==> src/rtl/handshake_fifo_if.sv <==
// rtl/handshake_fifo_if.sv - producer/consumer valid-ready bundle around handshake_fifo
interface handshake_fifo_if #(
  parameter int DATA_W = 8,
  parameter int DEPTH  = 4,
  parameter int AW     = $clog2(DEPTH)
);
  logic              d_valid_i;
  logic [DATA_W-1:0] d_data_i;
  logic              d_ready_o;
  logic              s_valid_o;
  logic [DATA_W-1:0] s_data_o;
  logic              s_ready_i;
  logic [AW:0]       level_o;

  // FIFO side of the bundle
  modport slave (
    input  d_valid_i, d_data_i, s_ready_i,
    output d_ready_o, s_valid_o, s_data_o, level_o
  );

  // Producer/consumer side of the bundle
  modport master (
    output d_valid_i, d_data_i, s_ready_i,
    input  d_ready_o, s_valid_o, s_data_o, level_o
  );
endinterface

==> src/rtl/handshake_fifo.sv <==
// rtl/handshake_fifo.sv - first-word-fall-through valid/ready FIFO with registered-only ready paths
module handshake_fifo #(
  parameter int DATA_W = 8,
  parameter int DEPTH  = 4,
  parameter int AW     = $clog2(DEPTH)
) (
  input  logic            clk,
  input  logic            rst,
  handshake_fifo_if.slave bus
);

  logic [DATA_W-1:0] mem [DEPTH];
  logic [AW:0]       wp;
  logic [AW:0]       rp;
  logic              empty;
  logic              full;
  logic              push;
  logic              pop;

  // Flags depend only on the pointer registers, keeping s_ready_i out of d_ready_o.
  assign empty = (wp == rp);
  assign full  = (wp[AW-1:0] == rp[AW-1:0]) && (wp[AW] != rp[AW]);

  assign push = bus.d_valid_i && !full;
  assign pop  = bus.s_ready_i && !empty;

  always_ff @(posedge clk) begin
    if (rst) begin
      wp <= '0;
      rp <= '0;
      for (int i = 0; i < DEPTH; i++) begin
        mem[i] <= '0;
      end
    end else begin
      if (push) begin
        mem[wp[AW-1:0]] <= bus.d_data_i;
        wp              <= wp + (AW+1)'(1);
      end
      if (pop) begin
        rp <= rp + (AW+1)'(1);
      end
    end
  end

  assign bus.d_ready_o = !full;
  assign bus.s_valid_o = !empty;
  assign bus.s_data_o  = mem[rp[AW-1:0]];
  assign bus.level_o   = wp - rp;

endmodule

==> src/flat_wrapper.sv <==
// flat-port wrapper written by rule: the top's interface ports become plain ports
module handshake_fifo_flat 
#(
  parameter int DATA_W = 8,
  parameter int DEPTH  = 4,
  parameter int AW     = $clog2(DEPTH)
)
  (clk, rst, bus_d_valid_i, bus_d_data_i, bus_s_ready_i, bus_d_ready_o, bus_s_valid_o, bus_s_data_o, bus_level_o);
  handshake_fifo_if #(.DATA_W(DATA_W), .DEPTH(DEPTH), .AW(AW)) bus_i ();
  input  logic clk;
  input  logic rst;
  input wire logic [$bits(bus_i.d_valid_i)-1:0] bus_d_valid_i;
  input wire logic [$bits(bus_i.d_data_i)-1:0] bus_d_data_i;
  input wire logic [$bits(bus_i.s_ready_i)-1:0] bus_s_ready_i;
  output wire logic [$bits(bus_i.d_ready_o)-1:0] bus_d_ready_o;
  output wire logic [$bits(bus_i.s_valid_o)-1:0] bus_s_valid_o;
  output wire logic [$bits(bus_i.s_data_o)-1:0] bus_s_data_o;
  output wire logic [$bits(bus_i.level_o)-1:0] bus_level_o;
  assign bus_i.d_valid_i = bus_d_valid_i;
  assign bus_i.d_data_i = bus_d_data_i;
  assign bus_i.s_ready_i = bus_s_ready_i;
  assign bus_d_ready_o = bus_i.d_ready_o;
  assign bus_s_valid_o = bus_i.s_valid_o;
  assign bus_s_data_o = bus_i.s_data_o;
  assign bus_level_o = bus_i.level_o;
  handshake_fifo #(.DATA_W(DATA_W), .DEPTH(DEPTH), .AW(AW)) u_core (.clk(clk), .rst(rst), .bus(bus_i));
endmodule
==> config.mk <==
export PLATFORM = sky130hd
export DESIGN_NAME = handshake_fifo_flat
export DESIGN_NICKNAME = d
export VERILOG_FILES = /design/src/rtl/handshake_fifo_if.sv /design/src/rtl/handshake_fifo.sv /design/src/flat_wrapper.sv
export SDC_FILE = /design/constraint.sdc
export NUM_CORES = 1
export LEC_CHECK = 0
export CAP_MARGIN = 30
export CORE_MARGIN = 3
export CORE_UTILIZATION = 57
export CTS_BUF_LIST = sky130_fd_sc_hd__clkbuf_4
export DETAILED_ROUTE_END_ITERATION = 7
export GPL_ROUTABILITY_DRIVEN = 1
export PLACE_DENSITY_LB_ADDON = 0.05
export SLEW_MARGIN = 20
export SYNTH_ARGS = -nofsm -noshare
export SYNTH_HDL_FRONTEND = slang
export SYNTH_SLANG_ARGS = --single-unit
==> constraint.sdc <==
create_clock -name clk -period 2.68 [get_ports clk]
set_input_delay 0.536 -clock clk [delete_from_list [all_inputs] [get_ports clk]]
set_output_delay 0.536 -clock clk [all_outputs]
set_load 0.1 [all_outputs]
### After elaboration in Yosys (flattened, before gate mapping)

Memory sizes are Yosys's and may differ from the RTL's. A register that Yosys moved wholly into a read port is not among the register bits.
Cells that the tools add are included.

* register bits: 6
* memory bits (writable): 32
* input bits: 12
* output and inout port bits: 13
* logic and storage cells: 25
* memories kept: 1

* $add $sub $neg: 3
* eq/ne operators: 3
* multiplexer cells: 10
* reductions and logical operators: 6

Memory list
* u_core.mem: words 4, bits a word 8, read ports 1, clocked after Yosys merged registers in 1, wr ports 4, RTL line handshake_fifo.sv:12 `logic [DATA_W-1:0] mem [DEPTH];`

Operators by type and width (number)
* $mux 8: 1
* $reduce_or 8->1: 1
* $add 3x1->3 const B: 2
* $mux 1: 6
* $mux 2: 3
* $eq 3x3->1: 1
* $logic_and 1x1->1: 3
* $sub 3x3->3: 1
* $eq 2x2->1: 1
* $logic_not 1->1: 2
* $ne 1x1->1: 1

### Depth between registers and ports, before layout

Gate-level depths: netlist of run 1.

* depth in word-level cells: 9
* gate-level depth with buffers: 6
* mapped depth without buffers: 5

### Least setup slack after synthesis of run 1

Ideal clock, no wire load.

* path type: register to output
* start point: register u_core.wp[0]
* end point: output bus_level_o[2]
* arrival time: 2.618 ns
* data required time: 2.144 ns
* setup slack: -0.474 ns
* stages on the path, launching flop included: 5
* path buffers: 0
* cell sequence: dfxtp_1 inv_1 ha_1 fa_1 xnor2_1

* word-level cells in the longest chain between the ends: 1

RTL lines
* from (decl): RTL line handshake_fifo.sv:13 `logic [AW:0] wp;`
* from (signal assigned): RTL line handshake_fifo.sv:37 `wp <= wp + (AW+1)'(1);`
* $sub 3x3->3: RTL line handshake_fifo.sv:48 `assign bus.level_o = wp - rp;`
* to (decl): RTL line flat_wrapper.sv:18 `output wire logic [$bits(bus_i.level_o)-1:0] bus_level_o;`

Every way passes these cells.

### Worst setup path in the final report of run 1

* start point: register u_core.rp[1]
* end point: output bus_d_ready_o

* word-level cells in the longest chain between the ends: 3

RTL lines
* from (decl): RTL line handshake_fifo.sv:14 `logic [AW:0] rp;`
* from (signal assigned): RTL line handshake_fifo.sv:40 `rp <= rp + (AW+1)'(1);`
* $eq 2x2->1: RTL line handshake_fifo.sv:22 `assign full = (wp[AW-1:0] == rp[AW-1:0]) && (wp[AW] != rp[AW]);`
* $logic_and 1x1->1: RTL line handshake_fifo.sv:22
* $logic_not 1->1: RTL line handshake_fifo.sv:45 `assign bus.d_ready_o = !full;`
* to (decl): RTL line flat_wrapper.sv:15 `output wire logic [$bits(bus_i.d_ready_o)-1:0] bus_d_ready_o;`

Every way passes these cells.

==> run metrics, run 1 <==
Worst path top cell family by delay=flip-flops; adder-cell area share of the yosys netlist=0.03515; Root Driver=clkbuf_4; main combinational cell family by area after synthesis=simple AND/OR/NAND/NOR gates; initial antenna violation count=0; reg-to-reg endpoint=u_core.mem[1][1]; Final Cycle Share=0.9072; Syn Inst Count=approximately 150; critical path depth in cells=5; die span in x=about 65 um; outcome=finished clean; vias=1281; layout cells sized above 1=0.3663; global-route congestion overflow total=0; crit path cell chain=inv_1, ha_1, and2_1, nand2_2, buf_12; Max Cap Viol=0; wire per inst=between 15 and 20 um; largest net degree at the start of global routing=14; ant diodes=0; Setup Crit Path Kind=reg -> out; PortBufs=24; HP Class=reg -> reg; crit path DAT=around 1900 ps; Critical Path End=bus_d_ready_o; hold-critical path depth=2; CTS max path bufs=2; Simple-Gate Fraction of Synth Area=0.1984; H-tree Lvls=2; Synth Area in Compound Gates=0.06968; count of unique library cells instantiated by Yosys=34; max_slew headroom=0.6276; die height=between 60 and 70 um; post-DP HPWL=around 3.2 mm; worst-path fanout max=10; Worst Clk Skew=between 9 and 10 ps; Via density=approximately 6; pins over their slew limit=0; post-synthesis xor/xnor area fraction=0.02072; clock-pin transition on the worst setup and hold timing paths=100 ps; Synth Register Bits=40; Clk Latency, worst-skew pair=approximately 350 ps; cell accounting for the most synthesized area=edfxtp_1; CP Launch Point=u_core.rp[1]; Worst R2R Setup Slack=500 ps; R2R depth=5; largest cells by area after synthesis=edfxtp_1 48%, and2_2 9.0%, mux4_2 9.0%; CTS tree=built; Critical Path RT=between 2000 and 2500 ps; FP Rows=20; crit-path max cell delay=480 ps; Starting Density=0.6223; Critical Path Source Type=flop; Iter 0 DRT Violations=between 70 and 80; global placement routability congestion=0.8402; total CTS buffers=5; share of the synthesized area in the top cell type=0.4821; fin crit period=2431 ps; DR pass1 iterations=4; GRT Overall Usage=0.2296; Post-CTS Repair Setup Buffers=0; slowest cell on the critical path=dfxtp_1; setup violators final=0; Most used DFF post-synth=edfxtp_1; worst path bufs/invs=2; synthesis-to-layout area growth=19.33%; fin nets=about 190; total core area=between 3000 and 4000 um^2; Total Neg Setup Slack=0 ps; top-count cell post-synth=edfxtp_1; sequential area share after synthesis=0.5625; endpoint type of the worst setup path=output port; die area=approximately 4200 um^2; RSZ-0062 raised after global routing=no; Synth async-reset ratio=0; synthesized area=between 1500 and 2000 um^2; Detail Route Antenna Nets=0; fmax=411.3 MHz; Post-synth EDFFs=32; vias in the first global route=1287; # IOs=25; post-synthesis mux area share=0.09040; global-route wire length before repair=6.975 mm; Syn Area/Cell=13.75 um^2; final hold vios=0; Synth Warn #=0; Post-Syn Nets=162; clk sinks=40; DRC viols=0; Total Wirelength=about 4.2 mm; Critical R2R Launch=u_core.rp[1]; top cells by count, synth=32 x edfxtp_1, 24 x and2_2; Worst Max-Slew Pin Slew=about 560 ps
-- worst min path at each step --
| stage | startpoint | endpoint | slack [ps] |
|---|---|---|---|
| 2_1_floorplan | u_core.rp[0] | flop | 540 |
| 3_3_place_gp | u_core.wp[2] | u_core.wp[2] | 570 |
| 3_5_place_dp | u_core.wp[2] | u_core.wp[2] | 590 |
| 4_1_cts | u_core.wp[2] | u_core.wp[2] | 610 |
| 5_1_grt | u_core.wp[0] | u_core.wp[0] | 620 |
| 6_report | u_core.wp[0] | u_core.wp[0] | 580 |
-- repair_timing --
| item | CTS | global route |
|---|---|---|
| gates resized for setup | 0 | 1 |
| endpoints found under the setup margin | 0 | 1 |
| hold buffers | 0 | 0 |
-- registers in the layout, indices dropped and copies added, names as in the netlist, named ones only --
signal	flops
u_core.mem	32
u_core.rp	3
u_core.wp	3
-- per-stage QoR --
stage                     area [um^2]  hold WS, ps  worst slack (ps)    util  cells
after floorplan                  2001        537.7             133.5       -    145
after global placement           2297        570.1             316.3  0.7172    208
after detailed placement         2297        594.7             220.9  0.7172    208
after CTS                        2377        608.2             173.4  0.7422    216
after global routing             2379        619.7             116.4  0.7426    216
final                            2379        583.6             248.8  0.7426    216
-- cells in the final DEF (no fill, tap or decap), types with 5 or more instances in the layout --
master	n
and3_1	8
inv_1	5
buf_4	10
edfxtp_1	32
clkdlybuf4s50_1	11
nand2_1	8
and2_2	24
mux4_2	8
clkbuf_4	6
o311ai_0	5
dfxtp_1	7
-- final cells by class --
| class | count | area (um^2) |
|---|---|---|
| sequential | 40 | 1122 |
| multi-input combinational | 93 | 833.3 |
| fill | 231 | 824.5 |
| timing repair buffer | 25 | 265.3 |
| tap | 44 | 55.05 |
| clock buffer | 6 | 45.04 |
| clock inverter | 2 | 35.03 |
| inverter | 6 | 22.52 |
-- metal layers --
metal | track usage | vias to the layer above | part of all wire
li1 | - | 604 | -
met1 | 0.2884 | 626 | 0.39
met2 | 0.4023 | 43 | 0.54
met3 | 0.05641 | 8 | 0.062
met4 | 0.05440 | 0 | 0.012
met5 | 0 | - | 0
-- tightest hold or removal path, cell delays in order, from the launching register on --
cell      delay, ps
dfxtp_2         370
nand2_1          60
o311ai_0        100
-- cells by family after synthesis --
group,count (synthesis)
DFF,40
buffers and inverters,12
AOI/OAI and AO/OA,16
and+or+nand+nor,61
adders and majority gates,5
xor gates and xnor gates,3
muxes,8
Power of run 1 is left out: the tool's default activity adds up to more than one toggle a clock period on the data nets, which glitch-free logic cannot reach.
==> run 2: changes to the inputs <==
--- a/config.mk
+++ b/config.mk
@@ -7,8 +7,7 @@
 export LEC_CHECK = 0
 export CAP_MARGIN = 30
 export CORE_MARGIN = 3
-export CORE_UTILIZATION = 57
-export CTS_BUF_LIST = sky130_fd_sc_hd__clkbuf_4
+export CORE_UTILIZATION = 55
 export DETAILED_ROUTE_END_ITERATION = 7
 export GPL_ROUTABILITY_DRIVEN = 1
 export PLACE_DENSITY_LB_ADDON = 0.05
==> run metrics, run 2 (synthesized netlist as in run 1, its figures left out) <==
endpoint type of the worst setup path=output port; most common cell after layout, fill and taps aside=edfxtp_1; endpoint with the worst hold slack=u_core.wp[0]; Clk Latency, worst-skew pair=350 ps (about the same); CTS max path bufs=2 (unchanged); Setup Crit Path Kind=reg -> out; Root Driver=clkbuf_4; die span in x=66.20 um (+1.6%); met1 GRT Util=0.3168 (+0.02840); CTS tree=built; Total Neg Setup Slack=0 ps (unchanged); Max Cap Viol=0 (unchanged); reg-to-reg endpoint=u_core.mem[1][4]; Worst Clk Skew=9.193 ps (+0.03072 ps); crit path DAT=1890 ps (about the same); met2 Usage GRT=0.3532 (-0.04914); critical path depth in cells=5 (unchanged); Critical R2R Launch=u_core.rp[1]; wire per inst=19.73 um (+0.69%); PortBufs=24 (unchanged); total core area=3416 um^2 (+6.6%); Worst path top cell family by delay=simple AND/OR/NAND/NOR gates; outcome=finished clean; worst path bufs/invs=2 (unchanged); HP Class=reg -> reg; Detail Route Antenna Nets=0 (unchanged); fill count=273 (+18%); max FFs per register=32 (unchanged); largest net degree at the start of global routing=14 (unchanged); RSZ-0062 raised after global routing=no; global-route congestion overflow total=0 (unchanged); Critical Path Source Type=flop; crit path cell chain=inv_1, ha_1, and2_1, nand2_2, buf_12; vias=1288 (+0.55%); Via density=5.935 (about the same); clock-pin transition on the worst setup and hold timing paths=100 ps (about the same); busiest grt layer=met2; synthesis-to-layout area growth=17.77%; vias in the first global route=1304 (+1.3%); die area=4382 um^2 (+3.3%); FP Rows=21 (+5.0%); Critical Path RT=2140 ps (about the same); DR pass1 iterations=4 (unchanged); R2R depth=5 (unchanged); die height=66.20 um (+1.6%); final hold vios=0 (unchanged); post-DP HPWL=3.214 mm (-0.74%); Final Cycle Share=0.9043 (-0.002856); max_slew headroom=0.6077 (-0.01988); commonest non-fill, non-tap cells in the layout=32 x edfxtp_1, 24 x and2_2, 11 x clkdlybuf4s50_1, 10 x buf_4; clk sinks=40 (unchanged); fmax=412.6 MHz (+0.32%); met3 usage=0.07313 (+0.01672); slowest cell on the critical path=dfxtp_2; Worst R2R Setup Slack=490 ps (about the same); global placement routability congestion=0.7995 (-4.8%); CTS Hold Buffers Added=0 (unchanged); # IOs=25 (unchanged); setup violators final=0 (unchanged); initial antenna violation count=0 (unchanged); fin crit period=2424 ps (-7.653 ps); GRT Overall Usage=0.2325 (+0.002969); biggest regs=u_core.mem (32), u_core.rp (3), u_core.wp (3); worst-path fanout max=10 (unchanged); DRC viols=0 (unchanged); Largest Register=u_core.mem; H-tree Lvls=2 (unchanged); crit-path max cell delay=400 ps (-80 ps); Iter 0 DRT Violations=92 (+16%); Starting Density=0.5835 (-0.03875); hold-critical path depth=2 (unchanged); global-route wire length before repair=7.107 mm (+1.9%); Worst Max-Slew Pin Slew=585.5 ps (+29.68 ps); total CTS buffers=5 (unchanged); Total Wirelength=4.281 mm (+1.2%); layout cells sized above 1=0.3567 (-0.009554); ant diodes=0 (unchanged); Worst Hold Launch=u_core.wp[0]; pins over their slew limit=0 (unchanged); fin nets=188 (unchanged)
## run 2: worst max-delay path by stage
stage                        startpoint                to  slack [ps]
final                      u_core.wp[0]     bus_d_ready_o         260
after global routing       u_core.wp[0]     bus_d_ready_o         100
after CTS                  u_core.wp[0]    bus_level_o[2]         160
after detailed placement  bus_d_valid_i  u_core.mem[2][5]         170
after global placement    bus_d_valid_i  u_core.mem[1][6]         300
after floorplan            u_core.wp[0]    bus_level_o[2]         130
## run 2: routing by layer
metal	up-vias	wire length, um
met2	38	2071
met4	0	64
met5	-	0
li1	605	-
met1	638	1869
met3	7	276
## run 2: what timing repair did
item                                    CTS  global route
resized for setup                         0             1
endpoints found under the setup margin    0             1
buffers inserted                          0             0
## run 2: worst register-to-register path, delay by kind of cell (launching register included)
kind | cells | cell delay [ps]
compound gates | 1 | 350
fa+ha+maj | 1 | 320
buf+inv | 1 | 70
flops | 1 | 460
simple gates | 2 | 650
## run 2: area by class of cell
class | instances | area (um^2) | share of cell area
inverter | 6 | 22.52 | 0.009595
clock buffer | 6 | 41.29 | 0.01759
multi-input combinational | 93 | 833.3 | 0.3550
clock inverter | 1 | 5.005 | 0.002132
timing repair buffer | 25 | 265.3 | 0.1130
sequential | 40 | 1122 | 0.4781
tap | 46 | 57.56 | 0.02452
## run 2: per-stage QoR
step / instances / util / setup WS (ps) / cell area [um^2] / hold WS [ps]
3_3_place_gp: 210 / 0.6733 / 302.0 / 2300 / 559.4
4_1_cts: 217 / 0.6868 / 155.8 / 2346 / 604.1
6_report: 217 / 0.6872 / 256.4 / 2347 / 560.8
3_5_place_dp: 210 / 0.6733 / 174.1 / 2300 / 591.7
5_1_grt: 217 / 0.6872 / 97.88 / 2347 / 655.1
2_1_floorplan: 145 / - / 133.5 / 2001 / 537.7
Power of run 2 is left out for the same reason.
